<file path="config.mk">
export PLATFORM = sky130hd
export DESIGN_NAME = apb_stream_fifo_slave
export DESIGN_NICKNAME = d
export VERILOG_FILES = /design/src/rtl/apb_stream_fifo_slave.sv
export SDC_FILE = /design/constraint.sdc
export NUM_CORES = 1
export LEC_CHECK = 0
export CORE_MARGIN = 2
export CORE_UTILIZATION = 40
export CTS_CLUSTER_SIZE = 10
export DETAILED_ROUTE_END_ITERATION = 8
export SKIP_LAST_GASP = 1
export SLEW_MARGIN = 20
export SYNTH_ARGS = -nofsm -noshare
export SYNTH_HDL_FRONTEND = slang
export SYNTH_SLANG_ARGS = --single-unit
</file>
<file path="constraint.sdc">
create_clock -name pclk -period 4.15 [get_ports pclk]
set_input_delay 0.83 -clock pclk [delete_from_list [all_inputs] [get_ports pclk]]
set_output_delay 0.83 -clock pclk [all_outputs]
set_load 0.01 [all_outputs]
</file>
<file path="src/rtl/apb_stream_fifo_slave.sv">
// APB register slave with a TX and an RX 16-bit stream FIFO.
// Zero-wait-state access, registered level interrupt.

module apb_stream_fifo_slave_fifo #(
  parameter int DEPTH = 8,
  parameter int AW    = 3
) (
  input  logic        pclk,
  input  logic        prst_n,
  input  logic        push,
  input  logic        pop,
  input  logic        flush,
  input  logic [15:0] wdata,
  output logic [15:0] rdata,
  output logic [4:0]  cnt,
  output logic        full,
  output logic        empty
);

  logic [15:0]   mem [DEPTH];
  logic [AW-1:0] wptr;
  logic [AW-1:0] rptr;

  assign full  = (cnt == 5'(DEPTH));
  assign empty = (cnt == 5'd0);
  assign rdata = empty ? 16'd0 : mem[rptr];

  always_ff @(posedge pclk) begin
    if (push) begin
      mem[wptr] <= wdata;
    end
  end

  always_ff @(posedge pclk or negedge prst_n) begin
    if (!prst_n) begin
      wptr <= '0;
      rptr <= '0;
      cnt  <= '0;
    end else if (flush) begin
      wptr <= '0;
      rptr <= '0;
      cnt  <= '0;
    end else begin
      if (push) begin
        wptr <= wptr + AW'(1);
      end
      if (pop) begin
        rptr <= rptr + AW'(1);
      end
      unique case ({push, pop})
        2'b10:   cnt <= cnt + 5'd1;
        2'b01:   cnt <= cnt - 5'd1;
        default: cnt <= cnt;
      endcase
    end
  end

endmodule

module apb_stream_fifo_slave #(
  parameter int DEPTH = 8,
  parameter int UDLY  = 1
) (
  input  logic        pclk,
  input  logic        prst_n,
  input  logic        psel,
  input  logic        penable,
  input  logic        pwrite,
  input  logic [7:0]  paddr,
  input  logic [15:0] pwdata,
  output logic [15:0] prdata,
  output logic [15:0] o_data,
  output logic        o_valid,
  input  logic        i_ready,
  input  logic [15:0] i_data,
  input  logic        i_valid,
  output logic        o_ready,
  output logic        irq
);

  localparam int AW = $clog2(DEPTH);

  if (DEPTH < 2 || DEPTH > 16 ||
      (DEPTH & (DEPTH - 1)) != 0 ||
      UDLY < 0) begin : g_bad_cfg
    $error("apb_stream_fifo_slave: bad parameters");
  end

  logic [3:0]  ctrl;
  logic        tx_ovf;
  logic        rx_udf;

  logic        wr;
  logic        rd;
  logic        a_ctrl;
  logic        a_stat;
  logic        a_txd;
  logic        a_rxd;
  logic        a_lvl;

  logic        tx_en;
  logic        rx_en;
  logic        ie_rx;
  logic        ie_tx;

  logic        tx_req;
  logic        tx_push;
  logic        tx_pop;
  logic        tx_flush;
  logic [4:0]  tx_cnt;
  logic        tx_full;
  logic        tx_empty;

  logic        rx_req;
  logic        rx_push;
  logic        rx_pop;
  logic        rx_flush;
  logic [15:0] rx_head;
  logic [4:0]  rx_cnt;
  logic        rx_full;
  logic        rx_empty;

  logic        unused_pwdata;

  assign unused_pwdata = ^pwdata[15:6];

  assign wr = psel & penable & pwrite;
  assign rd = psel & penable & ~pwrite;

  assign a_ctrl = (paddr == 8'h00);
  assign a_stat = (paddr == 8'h01);
  assign a_txd  = (paddr == 8'h02);
  assign a_rxd  = (paddr == 8'h03);
  assign a_lvl  = (paddr == 8'h04);

  assign tx_en = ctrl[0];
  assign rx_en = ctrl[1];
  assign ie_rx = ctrl[2];
  assign ie_tx = ctrl[3];

  // Fullness/emptiness are judged on the state at cycle start.
  assign tx_req   = wr & a_txd;
  assign tx_push  = tx_req & ~tx_full;
  assign o_valid  = tx_en & ~tx_empty;
  assign tx_pop   = o_valid & i_ready;
  assign tx_flush = wr & a_ctrl & pwdata[4];

  assign o_ready  = rx_en & ~rx_full;
  assign rx_push  = i_valid & o_ready;
  assign rx_req   = rd & a_rxd;
  assign rx_pop   = rx_req & ~rx_empty;
  assign rx_flush = wr & a_ctrl & pwdata[5];

  apb_stream_fifo_slave_fifo #(
    .DEPTH (DEPTH),
    .AW    (AW)
  ) u_tx (
    .pclk  (pclk),
    .prst_n(prst_n),
    .push  (tx_push),
    .pop   (tx_pop),
    .flush (tx_flush),
    .wdata (pwdata),
    .rdata (o_data),
    .cnt   (tx_cnt),
    .full  (tx_full),
    .empty (tx_empty)
  );

  apb_stream_fifo_slave_fifo #(
    .DEPTH (DEPTH),
    .AW    (AW)
  ) u_rx (
    .pclk  (pclk),
    .prst_n(prst_n),
    .push  (rx_push),
    .pop   (rx_pop),
    .flush (rx_flush),
    .wdata (i_data),
    .rdata (rx_head),
    .cnt   (rx_cnt),
    .full  (rx_full),
    .empty (rx_empty)
  );

  always_comb begin
    prdata = 16'd0;
    if (psel) begin
      unique case (1'b1)
        a_ctrl:  prdata = {12'd0, ctrl};
        a_stat:  prdata = {10'd0, rx_udf, tx_ovf,
                           rx_empty, rx_full,
                           tx_empty, tx_full};
        a_rxd:   prdata = rx_head;
        a_lvl:   prdata = {3'd0, rx_cnt,
                           3'd0, tx_cnt};
        default: prdata = 16'd0;
      endcase
    end
  end

  // A new event in the same cycle as its W1C clear keeps the flag set.
  always_ff @(posedge pclk or negedge prst_n) begin
    if (!prst_n) begin
      ctrl   <= 4'd0;
      tx_ovf <= 1'b0;
      rx_udf <= 1'b0;
      irq    <= 1'b0;
    end else begin
      if (wr & a_ctrl) begin
        ctrl <= pwdata[3:0];
      end
      tx_ovf <= (tx_req & tx_full) |
                (tx_ovf & ~(wr & a_stat & pwdata[4]));
      rx_udf <= (rx_req & rx_empty) |
                (rx_udf & ~(wr & a_stat & pwdata[5]));
      irq    <= (ie_rx & ~rx_empty) |
                (ie_tx & tx_empty) |
                tx_ovf | rx_udf;
    end
  end

endmodule

</file>
==> impl_metrics.py, run 1 <==
metrics = {
    "status": {
        "status": "complete, no violations",
    },
    "clock_network": {
        "clock_buffers_created_by_tritoncts": 35,
        "clock_tree_from_tritoncts": "built",
        "cts.clk_slew.worst_paths_ps": 60,
        "h_tree_depth": 2,
        "cts_root_buf": "sky130_fd_sc_hd__clkbuf_16",
        "worstSkewPairLatency_ps": 500,
        "clock-sinks": 285,
        "cts_setup_buffers": 0,
        "clockBufferDepth": 3,
        "holdBufCountCts": 0,
    },
    "synthesis": {
        "post-synth-top-area-fraction_pct": 65.2,
        "post_synth.cell_area_avg_um2": 17.9,
        "synth_cells": 660,
        "syn_nets": 713,
        "postSynth.asyncResetShare_pct": 10.2,
        "synth_area_mm2": 0.0118,
        "ys_ff_latch": 285,
        "synth_enable_flop_cells": 256,
        "yosysWarningCount": 0,
        "synth_cell_types": 52,
        "synthDominantAreaCellType": "sky130_fd_sc_hd__edfxtp_1",
        "ys_top_cells_by_area": "sky130_fd_sc_hd__edfxtp_1 65%, sky130_fd_sc_hd__mux4_2 12%, sky130_fd_sc_hd__dfrtp_1 6.2%, sky130_fd_sc_hd__mux2i_1 2.9%, sky130_fd_sc_hd__nor2_1 1.4%",
        "synth_seq_area_share_pct": 71.3,
        "ys_dominant_reg_cell": "sky130_fd_sc_hd__edfxtp_1",
    },
    "setup_path": {
        "crit_type": "in -> out",
        "crit-reg2reg-launch": "u_tx.cnt[1]",
        "cp_data_required_time_ps": 3320,
        "cp-startpoint": "paddr[3]",
        "setup.worst_path.end_class": "output port",
        "crit_path_start_kind": "input port",
        "r2r_slack_ps": 1250,
        "crit_arrival_ps": 3250,
        "timing.critical_path.fanout_max": 5,
    },
    "sta": {
        "setup_violations": 0,
        "finalCritPeriodShare_pct": 98.2,
        "finalHoldViolations": 0,
        "timing.fmax_mhz": 245,
        "grt_setup_unrepaired": "yes",
        "worst-slew-pin-transition_ps": 836,
        "slew-limit-headroom_pct": 44.2,
        "period_needed_ps": 4080,
        "maxSlewViolCount": 0,
        "layout_skew_ps": 20.1,
    },
    "global_routing": {
        "first_global_vias": 6822,
        "grt_util_all_layers_pct": 17.4,
        "grt_first_pass_wirelength_mm": 40.2,
        "antenna_found_initial": 0,
        "grt_start_max_net_pins": 35,
        "gr-total-overflow": 0,
    },
    "floorplanning": {
        "core.rowCount": 62,
        "floorplan.initialDensity_pct": 40.9,
        "dieWidth_um": 176,
        "design.die.area_mm2": 0.0309,
        "design.portCount": 82,
        "die_span_y_um": 176,
        "core_mm2": 0.0289,
    },
    "layout": {
        "area_delta_synth_final_pct": 21.7,
        "final_net_count": 839,
        "fillerInstances": 2424,
        "mostFrequentLayoutCell": "sky130_fd_sc_hd__edfxtp_1",
        "final_util_pct": 49.7,
        "commonest_cells_after_routing_fill_and_taps_aside": "256 x sky130_fd_sc_hd__edfxtp_1, 68 x sky130_fd_sc_hd__clkdlybuf4s50_1, 64 x sky130_fd_sc_hd__mux4_2",
        "final_design_area_no_fill_mm2": 0.0144,
        "final_layout_size_suffix_gt1_share_pct": 23.0,
        "diodes": 0,
    },
    "placement": {
        "place_area_mm2": 0.0134,
        "place.port_buffers": 81,
        "dp.final_hpwl_mm": 16.4,
        "place_congestion": 0.885,
    },
    "drt": {
        "drtIter0Drc": 400,
        "dr.pass1.iters": 5,
        "vias": 6395,
        "route.detailed.drc": 0,
        "drt-total-wl_mm": 26.4,
        "via_per_inst": 5.39,
        "detail-route-antenna-nets": 0,
        "mean_routed_wirelength_per_cell_um": 22.2,
    },
    "pwr": {
        "power.ir.vdd_worst_mv": 0.351,
        "cell_area_power_density_mw_per_mm2": 433,
        "power_leakage_nw": 4.70,
    },
    "worst_hold_path": {
        "timing.hold.worst.start": "tx_ovf",
        "hp-class": "reg -> reg",
    },
    "job": {
        "cap_viol_max_count": 0,
    },
}
-- worst max-delay path, stage by stage --
cell and delay (ps):
sky130_fd_sc_hd__clkdlybuf4s50_1 420, sky130_fd_sc_hd__or4_4 600, sky130_fd_sc_hd__buf_4 180, sky130_fd_sc_hd__or3_1 340, sky130_fd_sc_hd__nor3b_2 180, sky130_fd_sc_hd__buf_4 150, sky130_fd_sc_hd__o2bb2ai_1 110, sky130_fd_sc_hd__and2_1 160
sky130_fd_sc_hd__dlygate4sd2_1 270
-- cell usage after synthesis, types with 7 or more instances --
master                     count
sky130_fd_sc_hd__a21oi_1      14
sky130_fd_sc_hd__and2_1       12
sky130_fd_sc_hd__buf_2        12
sky130_fd_sc_hd__clkbuf_1     18
sky130_fd_sc_hd__dfrtp_1      29
sky130_fd_sc_hd__edfxtp_1    256
sky130_fd_sc_hd__mux2_2        7
sky130_fd_sc_hd__mux2i_1      34
sky130_fd_sc_hd__mux4_2       64
sky130_fd_sc_hd__nand2_1      35
sky130_fd_sc_hd__nand4_1       8
sky130_fd_sc_hd__nor2_1       43
sky130_fd_sc_hd__nor3_1       13
sky130_fd_sc_hd__o21ai_1       7
-- state kept, by name, summed over array words and instances, names as in the netlist --
register   flops
u_rx.mem     128
ctrl           4
u_rx.cnt       5
u_rx.rptr      3
u_tx.cnt       5
rx_udf         1
u_rx.wptr      3
tx_ovf         1
u_tx.mem     128
u_tx.rptr      3
irq            1
u_tx.wptr      3
-- where the power goes --
| group | internal (W) | leakage [nW] | total (W) | switching, W |
|---|---|---|---|---|
| Combinational | 0.000223 | 1.54 | 0.000454 | 0.000230 |
| Sequential | 0.00315 | 2.69 | 0.00317 | 0.0000293 |
| Clock | 0.00154 | 0.460 | 0.00259 | 0.00105 |
-- metrics by stage --
step	std cells	TNS (ps)	power, W	hold slack, ps	setup slack (ps)
4_1_cts	1187	0	0.00630	523	66.9
5_1_grt	1187	-67.9	0.00644	565	-45.2
3_3_place_gp	1133	-2740	0.00367	510	-262
2_1_floorplan	660	0	0.00347	445	259
3_5_place_dp	1133	-2900	0.00369	510	-278
6_report	1187	0	0.00622	518	73.8
-- logic make-up after synthesis --
| family | count (synthesis) | share of synthesized area [%] |
|---|---|---|
| and+or+nand+nor | 161 | 7.27 |
| AOI/OAI and AO/OA | 53 | 2.84 |
| DFF | 285 | 71.3 |
| adders and majority gates | 6 | 0.637 |
| muxes | 105 | 15.8 |
| buffers and inverters | 40 | 1.40 |
| xor gates and xnor gates | 10 | 0.743 |
-- path summary, 6_finish.rpt --
path	to	cells past startpoint
min reg2reg	irq	2
max reg2reg	u_tx.cnt[4]	9
min in group asynchronous	tx_ovf	2
min	irq	2
max	prdata[10]	9
max in group asynchronous	u_tx.rptr[0]	2
-- repair_timing --
action / in CTS / in global routing
resized for setup: 15 / 6
pin swaps: 2 / 1
endpoints found under the setup margin: 16 / 8
-- layer usage --
metal / global-route usage, % / share of wire [%] / wire [µm]
met1: 23.1 / 43 / 11300
met4: 4.06 / 1.7 / 456
met2: 29.6 / 50 / 13100
met5: 0 / 0 / 0
met3: 3.59 / 5.8 / 1530
-- cell type report --
type | count | area, µm² | share of cell area (%)
clock buffers | 49 | 928 | 6.47
repair buffers | 125 | 1170 | 8.16
multi-input cells | 335 | 3310 | 23.1
inverters | 4 | 15.0 | 0.105
flip-flops and latches | 285 | 8420 | 58.6
well taps | 384 | 480 | 3.35
clock inverters | 5 | 28.8 | 0.200
Note: power is estimated with default switching activity, not from simulation.
==> run 2: changes to the inputs <==
--- a/config.mk
+++ b/config.mk
@@ -5,6 +5,7 @@
 export SDC_FILE = /design/constraint.sdc
 export NUM_CORES = 1
 export LEC_CHECK = 0
+export CAP_MARGIN = 10
 export CORE_MARGIN = 2
 export CORE_UTILIZATION = 40
 export CTS_CLUSTER_SIZE = 10
==> results of run 2 <==
The final DEF is identical to that of run 1; final timing and power are the same.
==> run 3: changes to the inputs <==
--- a/config.mk
+++ b/config.mk
@@ -15,3 +15,4 @@
 export SYNTH_ARGS = -nofsm -noshare
 export SYNTH_HDL_FRONTEND = slang
 export SYNTH_SLANG_ARGS = --single-unit
+export TNS_END_PERCENT = 10
==> constraint.sdc (replaced) <==
create_clock -name pclk -period 4.15 [get_ports pclk]
set_input_delay 0.6225 -clock pclk [delete_from_list [all_inputs] [get_ports pclk]]
set_output_delay 0.6225 -clock pclk [all_outputs]
set_load 0.01 [all_outputs]
==> run 3 against run 2 <==
First-iteration DRC count rose by 29%. Register-to-register slack got worse by 50 ps. Critical endpoint unchanged. Clock power rose by 6%. Critical path type unchanged. Cell count fell by 0.51%. Sequential power barely moved. Worst setup slack improved by 46 ps.
==> impl_metrics.py, run 3 (synthesis results as in run 1) <==
metrics = {
    "status": {
        "status": "complete, no violations",
    },
    "clock_network": {
        "clock_tree_from_tritoncts": "built",
        "worstSkewPairLatency_ps": 500,
        "clock_buffers_created_by_tritoncts": 35,
        "cts_root_buf": "sky130_fd_sc_hd__clkbuf_16",
        "holdBufCountCts": 0,
        "clockBufferDepth": 3,
        "h_tree_depth": 2,
        "clock-sinks": 285,
        "cts.clk_slew.worst_paths_ps": 50,
    },
    "drt": {
        "via_per_inst": 5.43,
        "drtIter0Drc": 517,
        "dr.pass1.iters": 5,
        "route.detailed.drc": 0,
        "drt-total-wl_mm": 26.4,
        "detail-route-antenna-nets": 0,
        "mean_routed_wirelength_per_cell_um": 22.4,
        "vias": 6418,
    },
    "pwr": {
        "power.ir.vdd_worst_mv": 0.321,
        "power_leakage_nw": 4.59,
        "cell_area_power_density_mw_per_mm2": 444,
    },
    "sta": {
        "worst-slew-pin-transition_ps": 1130,
        "finalCritPeriodShare_pct": 97.1,
        "finalHoldViolations": 0,
        "slew-limit-headroom_pct": 24.8,
        "period_needed_ps": 4030,
        "timing.fmax_mhz": 248,
        "setup_violations": 0,
        "grt_setup_unrepaired": "no",
        "layout_skew_ps": 12.0,
        "maxSlewViolCount": 0,
        "tns_ps": 0,
    },
    "global_routing": {
        "antenna_found_initial": 1,
        "grt_start_max_net_pins": 35,
        "grt_util_all_layers_pct": 17.4,
        "gr-total-overflow": 0,
        "grt_first_pass_wirelength_mm": 40.1,
        "first_global_vias": 6786,
    },
    "floorplanning": {
        "core.rowCount": 62,
        "design.die.area_mm2": 0.0309,
        "floorplan.initialDensity_pct": 40.9,
        "core_mm2": 0.0289,
        "dieWidth_um": 176,
        "die_span_y_um": 176,
        "design.portCount": 82,
    },
    "setup_path": {
        "cp_data_required_time_ps": 3530,
        "crit_arrival_ps": 3410,
        "timing.critical_path.fanout_max": 5,
        "worstSetupPathDepth": 7,
        "crit_top_cell": "sky130_fd_sc_hd__clkdlybuf4s50_1",
        "worst_path_dominant_cell_family": "simple AND/OR/NAND/NOR gates",
        "crit_type": "in -> out",
        "crit-reg2reg-launch": "u_tx.cnt[1]",
        "crit_path_start_kind": "input port",
        "crit_path_top_delay_cell": "sky130_fd_sc_hd__or4_4",
        "reg2regPathDepth": 9,
        "worst_path_largest_cell_delay_ps": 630,
        "setup.worst_path.end": "prdata[10]",
        "critical_path_buf_inv_count": 2,
        "cp-startpoint": "paddr[7]",
        "worst_path_cell_trace": "clkdlybuf4s50_1, or4_4, or3_1, nor3b_4, o2bb2ai_1, and2_1, clkdlybuf4s50_1",
        "r2r_slack_ps": 1200,
        "setup.worst_path.end_class": "output port",
        "critical_path.reg2reg.endpoint": "u_tx.cnt[4]",
    },
    "layout": {
        "top_regs": "u_rx.mem (128), u_tx.mem (128)",
        "area_delta_synth_final_pct": 21.4,
        "ff_latch_area_mm2": 0.00842,
        "fillerInstances": 2414,
        "commonest_cells_after_routing_fill_and_taps_aside": "256 x sky130_fd_sc_hd__edfxtp_1, 80 x sky130_fd_sc_hd__clkdlybuf4s50_1, 64 x sky130_fd_sc_hd__mux4_2",
        "mostFrequentLayoutCell": "sky130_fd_sc_hd__edfxtp_1",
        "final_net_count": 827,
        "final_util_pct": 49.6,
        "multi_input_area_mm2": 0.00331,
        "final_layout_size_suffix_gt1_share_pct": 21.5,
    },
    "worst_hold_path": {
        "hp-class": "in -> async",
    },
    "placement": {
        "dp.final_hpwl_mm": 16.3,
        "place_congestion": 0.903,
        "place.port_buffers": 81,
    },
    "job": {
        "cap_viol_max_count": 0,
    },
}
==> run 3: final cells by class <==
cell class	instances	area share, %
Clock inverter	3	0.271
Multi-Input combinational cell	335	23.1
Sequential cell	285	58.8
Clock buffer	56	6.97
Inverter	4	0.105
Tap cell	384	3.36
Timing Repair Buffer	113	7.39
Antenna cell	1	0.0175
==> run 3: how the worst min path moves through the flow <==
| stage | slack (ps) | cells after the start | end |
|---|---|---|---|
| floorplan | 330 | 0 | ctrl[0] |
| global placement | 500 | 2 | irq |
| detailed placement | 500 | 2 | irq |
| CTS | 510 | 2 | irq |
| global route | 160 | 1 | u_tx.wptr[2] |
| finish | 120 | 1 | u_tx.wptr[2] |
==> run 3: worst reg2reg max path, stage by stage, from the launching register on <==
cell	delay, ps
sky130_fd_sc_hd__dfrtp_1	490
sky130_fd_sc_hd__nor4_1	510
sky130_fd_sc_hd__a21oi_1	290
sky130_fd_sc_hd__o21ai_1	240
sky130_fd_sc_hd__xnor2_1	110
sky130_fd_sc_hd__ha_1	240
sky130_fd_sc_hd__or4_1	410
sky130_fd_sc_hd__a211oi_1	250
sky130_fd_sc_hd__o21ai_0	120
sky130_fd_sc_hd__nor3b_1	140
==> run 3: power breakdown <==
group          total, W  internal (W)  switching (W)  leakage [nW]
Sequential      0.00319       0.00314      0.0000477          2.69
Clock           0.00274       0.00169        0.00104         0.498
Combinational  0.000430      0.000221       0.000209          1.40
==> run 3: what timing repair did <==
item	4_1_cts	5_1_grt
setup endpoints to repair	0	1
gates resized for setup	0	2
buffers inserted	0	0
==> run 3: stage by stage <==
step / instance area [µm²] / hold WS (ps) / cells / power (W) / setup slack (ps)
final: 14300 / 120 / 1181 / 0.00636 / 119
after floorplan: 11800 / 327 / 660 / 0.00347 / 467
after global placement: 13300 / 499 / 1121 / 0.00367 / 189
after detailed placement: 13300 / 497 / 1121 / 0.00368 / 114
after global routing: 14300 / 155 / 1181 / 0.00659 / 22.3
after CTS: 14300 / 515 / 1180 / 0.00643 / 99.1
==> run 3: layer usage <==
| layer | vias to the layer above | share of wire, % | global-route usage [%] |
|---|---|---|---|
| met5 | - | 0 | 0.321 |
| met1 | 3290 | 42 | 22.3 |
| met4 | 0 | 1.8 | 4.55 |
| met2 | 219 | 50 | 29.8 |
| met3 | 33 | 6.8 | 4.00 |
| li1 | 2876 | - | - |
